`src/rtl/jtdd2_share_arb.sv`:
```
// rtl/jtdd2_share_arb.sv - BUSRQ/BUSAK arbiter for the main/MCU shared RAM window
// Build option JTDD2_ARB_AUTOREQ_EN: shared-window accesses raise the bus request by themselves.
module jtdd2_share_arb #(
    parameter int TOUT_W  = 8,
    parameter int REL_DLY = 2
) (
    input  logic clk,
    input  logic rst,
    input  logic cen,
    input  logic halt_set,
    input  logic halt_clr,
    input  logic com_cs,
    input  logic sub_busak_n,
    output logic sub_busrq_n,
    output logic grant,
    output logic main_wait,
    output logic timeout,
    output logic blocked
);

    localparam logic [1:0] IDLE    = 2'd0;
    localparam logic [1:0] REQ     = 2'd1;
    localparam logic [1:0] GNT     = 2'd2;
    localparam logic [1:0] RELEASE = 2'd3;

    localparam int REL_W = (REL_DLY < 2) ? 1 : $clog2(REL_DLY + 1);
    // Last count value before the counter would reach all-ones
    localparam logic [TOUT_W-1:0] TOUT_LAST = {{(TOUT_W-1){1'b1}}, 1'b0};
    localparam logic [REL_W-1:0]  REL_LAST  = REL_W'((REL_DLY > 0) ? REL_DLY - 1 : 0);

    logic [1:0]        state;
    logic              halt_bit;
    logic [TOUT_W-1:0] tout_cnt;
    logic [REL_W-1:0]  rel_cnt;
    logic              req;
    logic              tout_fire;

    assign tout_fire = (state == REQ) && sub_busak_n && (tout_cnt == TOUT_LAST);

`ifdef JTDD2_ARB_AUTOREQ_EN
    assign req       = halt_bit | com_cs;
    assign main_wait = com_cs & ~grant & ((state == REQ) | ((state == IDLE) & req));
    assign blocked   = 1'b0;
`else
    logic blocked_r;

    assign req       = halt_bit;
    assign main_wait = 1'b0;
    assign blocked   = blocked_r;

    always_ff @(posedge clk) begin
        if (rst) begin
            blocked_r <= 1'b0;
        end else if (cen) begin
            blocked_r <= com_cs & ~grant;
        end
    end
`endif

    always_ff @(posedge clk) begin
        if (rst) begin
            state       <= IDLE;
            halt_bit    <= 1'b0;
            tout_cnt    <= '0;
            rel_cnt     <= '0;
            sub_busrq_n <= 1'b1;
            grant       <= 1'b0;
            timeout     <= 1'b0;
        end else if (cen) begin
            if (halt_set) begin
                halt_bit <= 1'b1;
            end else if (halt_clr || tout_fire) begin
                halt_bit <= 1'b0;
            end

            case (state)
                IDLE: begin
                    if (req) begin
                        state       <= REQ;
                        tout_cnt    <= '0;
                        sub_busrq_n <= 1'b0;
                    end
                end
                REQ: begin
                    // An acknowledge on the terminal tick still wins over the timeout
                    if (!sub_busak_n) begin
                        state   <= GNT;
                        grant   <= 1'b1;
                        timeout <= 1'b0;
                    end else if (tout_fire) begin
                        state       <= IDLE;
                        sub_busrq_n <= 1'b1;
                        timeout     <= 1'b1;
                    end else begin
                        tout_cnt <= tout_cnt + 1'b1;
                    end
                end
                GNT: begin
                    if (!req) begin
                        state       <= RELEASE;
                        grant       <= 1'b0;
                        sub_busrq_n <= 1'b1;
                        rel_cnt     <= '0;
                    end
                end
                default: begin
                    // Requests arriving here wait until IDLE is reached
                    if (sub_busak_n) begin
                        if (rel_cnt == REL_LAST) begin
                            state <= IDLE;
                        end else begin
                            rel_cnt <= rel_cnt + 1'b1;
                        end
                    end
                end
            endcase
        end
    end

endmodule

```
`config.mk`:
```
export PLATFORM = sky130hd
export DESIGN_NAME = jtdd2_share_arb
export DESIGN_NICKNAME = d
export VERILOG_FILES = /design/src/rtl/jtdd2_share_arb.sv
export SDC_FILE = /design/constraint.sdc
export NUM_CORES = 1
export LEC_CHECK = 0
export ABC_AREA = 1
export CORE_ASPECT_RATIO = 0.75
export CORE_MARGIN = 5
export CORE_UTILIZATION = 41
export DETAILED_ROUTE_END_ITERATION = 8
export PLACE_DENSITY = 0.61
export SYNTH_ARGS = -nofsm -noshare
export SYNTH_HDL_FRONTEND = slang
export SYNTH_SLANG_ARGS = --single-unit
```
`constraint.sdc`:
```
create_clock -name clk -period 1.65 [get_ports clk]
set_input_delay 0.495 -clock clk [delete_from_list [all_inputs] [get_ports clk]]
set_output_delay 0.495 -clock clk [all_outputs]
set_load 0.02 [all_outputs]
```
==> impl_metrics.yaml, run 1 <==
run_status:
  outcome: "finished, final reports clean"
die:
  die_y_um: 55.8
  die_w_um: 71.1
  ios: 12
  dieArea_mm2: 0.00396
  rows: 16
  core_mm2: 0.00264
  initial_utilization_pct: 43.4
cts:
  cts.sink_count: 17
  clockBufferDepth: 2
  post-cts-setup-buffers: 0
  numCtsBuffers: 3
  hold_buffers: 0
  path_clk_slew_ns: 0.07
  clkLatencyLatePin_ns: 0.25
  h-tree-depth: 1
  cts-root-buf: "clkbuf_8"
  tritoncts: "yes"
layout:
  fin_util_pct: 51.3
  multiInputGateArea_um2: 709
  nets: 197
  antenna_cells: 0
  area_growth_pct: 18.2
  seq_area_um2: 342
  finalNonFillerCells: 218
  fillers: 281
  drive_above_1_share_pct: 15.4
power_and_ir_drop:
  p_leak_nw: 0.529
  p_per_area_mw_per_mm2: 666
  comb_power_share_pct: 18.3
  netSwitchingPower_uw: 245
  switching_share_pct: 27.1
  power_frac_seq_pct: 47.8
  internal-power_uw: 658
  ir_drop_v: 0.000448
  p_clk_share_pct: 34.0
place:
  io_buffers: 10
  dp.cells: 214
  place_congestion: 0.884
  pre_cts_ws_ns: -0.174
  hpwl_mm: 1.98
sta:
  skew_ns: 0.00607
  hold_violations: 0
  slew_viol_final: 0
  timing.final.crit_share_pct: 95.2
  finalWorstSetupSlack_ns: 0.0798
  finalSetupViolCount: 0
  hold_slack_ns: 0.470
  max_freq_mhz: 637
  period_needed_ns: 1.57
  rsz0062_at_grt: "true"
worst_setup_path:
  timing_worst_setup_path_type: "input pin to register"
  start_kind: "input pin"
  required_ns: 1.79
  worst_path_max_delay_cell: "clkdlybuf4s50_1"
  worst-path-buf-inv: 2
  r2r_cells: 10
  crit_path_frequent_cell: "nand2_1"
  reg2reg_setup_slack_ns: 0.15
  cp_slowest_stage_delay_ns: 0.51
  path_delay_family: "buffers and inverters"
  r2r_end: "tout_cnt[7]"
  crit_arrival_ns: 1.71
  crit_chain: "clkdlybuf4s50_1 > buf_4 > nor2_4 > nor3_1 > nand2_1 > nand2_1 > nand3_1"
  critical_path.max_fanout: 5
  r2r-start: "state[1]"
  cp-end-kind: "register"
hold_path:
  min_path_type: "register to register"
  hold_start: "sub_busrq_n"
  hold_depth: 2
  hold_end: "sub_busrq_n"
detailed_routing:
  vias: 1096
  wl_per_cell_um: 11.9
  post-route-drc-count: 0
  postRouteAntennaNets: 0
  wl_mm: 2.60
  drtPass1Iterations: 4
  post_drt_via_cell_ratio: 5.03
  first_iter_violations: 42
global_route:
  grt_max_degree: 11
  grt_remaining_overflow: 0
  antenna_found_initial: 0
  grt_pass1_vias: 995
  grt_util_all_layers_pct: 13.9
  grt_pass1_wl_mm: 4.53
yosys:
  syn_nets: 180
  synth_area_mm2: 0.00115
  yosysWarningCount: 0
  ys_types: 26
  synth_area_per_cell_um2: 6.90
  ys_ff_latch: 17
  yosysSeqAreaShare_pct: 29.7
  postSynthCellCount: 166
run:
  max-cap-violations: 0
## sequential cells by signal, summed over array words and instances, names as in the netlist
name and flops:
state 2, tout_cnt 8, grant 1, rel_cnt 2, sub_busrq_n 1, halt_bit 1, blocked 1, timeout 1
## repair_timing
item                                    CTS  global route
cloned                                    0             0
gates resized for setup                   4             4
pin swaps                                 0             2
endpoints found under the setup margin    4             6
endpoints found under the hold margin     0             0
## power groups by stage
stage | combinational (mW) | sequential (mW) | clock, mW
after floorplan | 0.105 | 0.445 | 0
after global placement | 0.165 | 0.439 | 0
after detailed placement | 0.166 | 0.440 | 0
after CTS | 0.163 | 0.431 | 0.314
after global routing | 0.183 | 0.433 | 0.334
final | 0.165 | 0.431 | 0.306
## cells in the mapped netlist
| library cell | instances | area share [%] |
|---|---|---|
| buf_2 | 1 | 0.44 |
| clkbuf_1 | 1 | 0.33 |
| nand4_1 | 4 | 2.2 |
| o21ai_1 | 1 | 0.44 |
| a21oi_1 | 13 | 5.7 |
| nand3_4 | 2 | 3.1 |
| nor2_1 | 20 | 6.6 |
| nor2_4 | 3 | 2.9 |
| xor2_1 | 1 | 0.76 |
| a31oi_1 | 2 | 1.1 |
| nand2_1 | 43 | 14 |
| buf_4 | 2 | 1.3 |
| o21ai_0 | 2 | 0.87 |
| buf_6 | 1 | 0.98 |
| a21oi_2 | 2 | 1.5 |
| ha_1 | 7 | 7.6 |
| inv_4 | 1 | 0.55 |
| inv_1 | 16 | 5.2 |
| conb_1 | 1 | 0.33 |
| nand3_1 | 16 | 7.0 |
| nor2_8 | 1 | 1.7 |
| a211oi_1 | 1 | 0.66 |
| nand2_4 | 2 | 2.0 |
| dfxtp_1 | 17 | 30 |
| nand2_2 | 3 | 1.6 |
| nor3_1 | 3 | 1.3 |
## worst max-delay path by stage
stage | cells past startpoint | startpoint | endpoint
finish | 7 | sub_busak_n | sub_busrq_n
global route | 7 | sub_busak_n | sub_busrq_n
CTS | 9 | state[0] | tout_cnt[7]
detailed placement | 7 | sub_busak_n | sub_busrq_n
global placement | 8 | sub_busak_n | tout_cnt[6]
floorplan | 11 | state[1] | tout_cnt[6]
## cell usage in the layout, fill, tap and decap left out, types with 5 or more instances in the layout
cell type | netlist | layout
dfxtp_1 | 17 | 16
nor2_1 | 20 | 20
nand3_1 | 16 | 16
buf_4 | 2 | 7
nand2_1 | 43 | 43
a21oi_1 | 13 | 13
inv_1 | 16 | 15
ha_1 | 7 | 5
clkdlybuf4s50_1 | 0 | 6
## final cells by class
type,count,share of cell area [%]
Clock buffer,4,3.32
Inverter,17,4.89
Multi-Input combinational cell,127,52.4
Sequential cell,17,25.2
Tap cell,36,3.32
Timing Repair Buffer,17,10.9
## logic make-up (layout without fill, tap and decap cells)
| family | after synthesis | in the layout | synth area share [%] |
|---|---|---|---|
| AO/OA/AOI/OAI | 21 | 21 | 10.3 |
| AND/OR/NAND/NOR | 97 | 97 | 42.5 |
| flip-flops | 17 | 17 | 29.7 |
| XOR/XNOR | 1 | 1 | 0.764 |
| buffers and inverters | 22 | 38 | 8.84 |
| adder cells (fa/ha/maj) | 7 | 7 | 7.64 |
| other | 1 | 1 | 0.327 |
## through the flow
stage / power, mW / setup TNS, ns / instance area, um^2
3_3_place_gp: 0.604 / -1.64 / 1310
2_1_floorplan: 0.549 / 0 / 1150
3_5_place_dp: 0.606 / -1.94 / 1310
6_report: 0.903 / 0 / 1360
5_1_grt: 0.949 / -0.00808 / 1360
4_1_cts: 0.907 / 0 / 1350
## layer usage
metal	vias to the layer above	wire [um]	GRT usage, %
li1	570	-	-
met1	496	1420	20.6
met2	28	1050	19.4
met3	2	119	4.15
met4	0	10	3.22
met5	-	0	0
## worst min-delay path, delay by kind of cell (launching register included)
kind	cells	cell delay, ns
flops	1	0.33
simple gates	2	0.10
No activity file was read; power rests on OpenSTA's default activity.
==> run 2, diff against run 1 <==
--- a/config.mk
+++ b/config.mk
@@ -8,9 +8,10 @@
 export ABC_AREA = 1
 export CORE_ASPECT_RATIO = 0.75
 export CORE_MARGIN = 5
-export CORE_UTILIZATION = 41
+export CORE_UTILIZATION = 55
 export DETAILED_ROUTE_END_ITERATION = 8
-export PLACE_DENSITY = 0.61
+export HOLD_SLACK_MARGIN = 0.08
+export PLACE_DENSITY_LB_ADDON = 0.08
 export SYNTH_ARGS = -nofsm -noshare
 export SYNTH_HDL_FRONTEND = slang
 export SYNTH_SLANG_ARGS = --single-unit
==> impl_metrics.yaml, run 2 (same netlist as run 1, synthesis figures left out) <==
power_and_ir_drop:
  p_leak_nw: 0.523
  p_per_area_mw_per_mm2: 628
  ir_drop_v: 0.000617
hold_path:
  min_path_type: "register to register"
  hold_start: "sub_busrq_n"
  hold_depth: 2
die:
  dieArea_mm2: 0.00311
  die_w_um: 62.7
  ios: 12
  rows: 14
  core_mm2: 0.00200
  initial_utilization_pct: 57.4
  die_y_um: 49.5
detailed_routing:
  drtPass1Iterations: 4
  post_drt_via_cell_ratio: 5.42
  first_iter_violations: 89
  wl_per_cell_um: 13.2
  post-route-drc-count: 0
  postRouteAntennaNets: 0
  vias: 1121
  wl_mm: 2.74
layout:
  top_regs: "tout_cnt (8), rel_cnt (2), state (2)"
  regMostFlops: "tout_cnt"
  drive_above_1_share_pct: 16.9
  seq_area_um2: 343
  antenna_cells: 0
  area_growth_pct: 16.7
  largest_reg_flops: 8
  nets: 198
  layout_commonest_cell: "nand2_1"
  final_cell_mix: "nand2_1, nor2_1, nand3_1, inv_1, dfxtp_1"
  fillers: 169
  multiInputGateArea_um2: 724
global_route:
  grt_util_all_layers_pct: 18.0
  grt_pass1_wl_mm: 4.53
  grt_remaining_overflow: 0
  antenna_found_initial: 0
  grt_max_degree: 11
  grt_pass1_vias: 1030
cts:
  hold_buffers: 0
  tritoncts: "yes"
  clkLatencyLatePin_ns: 0.30
  numCtsBuffers: 3
  cts.sink_count: 17
  h-tree-depth: 1
  clockBufferDepth: 2
  cts-root-buf: "clkbuf_4"
  path_clk_slew_ns: 0.11
place:
  place_congestion: 0.869
  hpwl_mm: 2.02
  io_buffers: 10
run:
  max-cap-violations: 0
sta:
  skew_ns: 0.0147
  timing.final.crit_share_pct: 94.0
  slew_viol_final: 0
  period_needed_ns: 1.55
  hold_slack_ns: 0.478
  hold_violations: 0
  finalSetupViolCount: 0
  max_freq_mhz: 645
  tns_ns: 0
worst_setup_path:
  required_ns: 1.88
  r2r-start: "state[1]"
  r2r_cells: 10
  timing_worst_setup_path_type: "register to register"
  critPathLaunch: "state[1]"
  cp-end-kind: "register"
  critical_path.max_fanout: 7
  crit_arrival_ns: 1.78
  start_kind: "register"
  reg2reg_setup_slack_ns: 0.1
run_status:
  outcome: "finished, final reports clean"
## run 2: through the flow
step,cell area (um^2),worst slack [ns],util [%],cells,power [mW]
after detailed placement,1290,-0.172,64.8,202,0.608
final,1340,0.0991,67.0,207,0.840
after CTS,1320,0.0420,65.9,206,0.832
after global placement,1290,-0.149,64.8,202,0.603
after global routing,1340,-0.0120,67.0,207,0.889
after floorplan,1150,0.242,-,166,0.549
## run 2: layout make-up
type                       instances  area share, %
timing repair buffer              17           11.0
tap                               24           2.25
inverter                          17           4.96
clock buffer                       4           1.96
multi-input combinational        128           54.2
sequential                        17           25.6
## run 2: what timing repair did
item | in CTS | in global routing
setup buffers | 0 | 0
pin swaps | 0 | 2
resized for setup | 4 | 6
setup endpoints to repair | 4 | 6
cloned | 0 | 1
## run 2: where the power goes
group | internal [mW] | switching (mW) | total [mW]
clock network | 0.0942 | 0.137 | 0.232
registers | 0.422 | 0.00905 | 0.431
logic | 0.0688 | 0.109 | 0.178
total | 0.585 | 0.255 | 0.840
## run 2: layer usage
layer	wire length [um]	GRT usage, %
met1	1310	24.9
met2	1230	27.6
met3	193	5.23
met4	0	4.24
met5	0	0
## run 2: worst max-delay path: stages (launching register included)
cell     delay [ns]
dfxtp_2        0.36
inv_2          0.10
ha_2           0.22
inv_1          0.08
nand2_4        0.10
nand3_4        0.11
nor2_8         0.17
nand2_4        0.09
nor2_1         0.11
nor2_1         0.05
nor2_1         0.08
## run 2: worst paths after layout
path                                    end
worst min register to register  sub_busrq_n
worst min-delay path            sub_busrq_n
worst max register to register  tout_cnt[6]
worst max-delay path            tout_cnt[6]
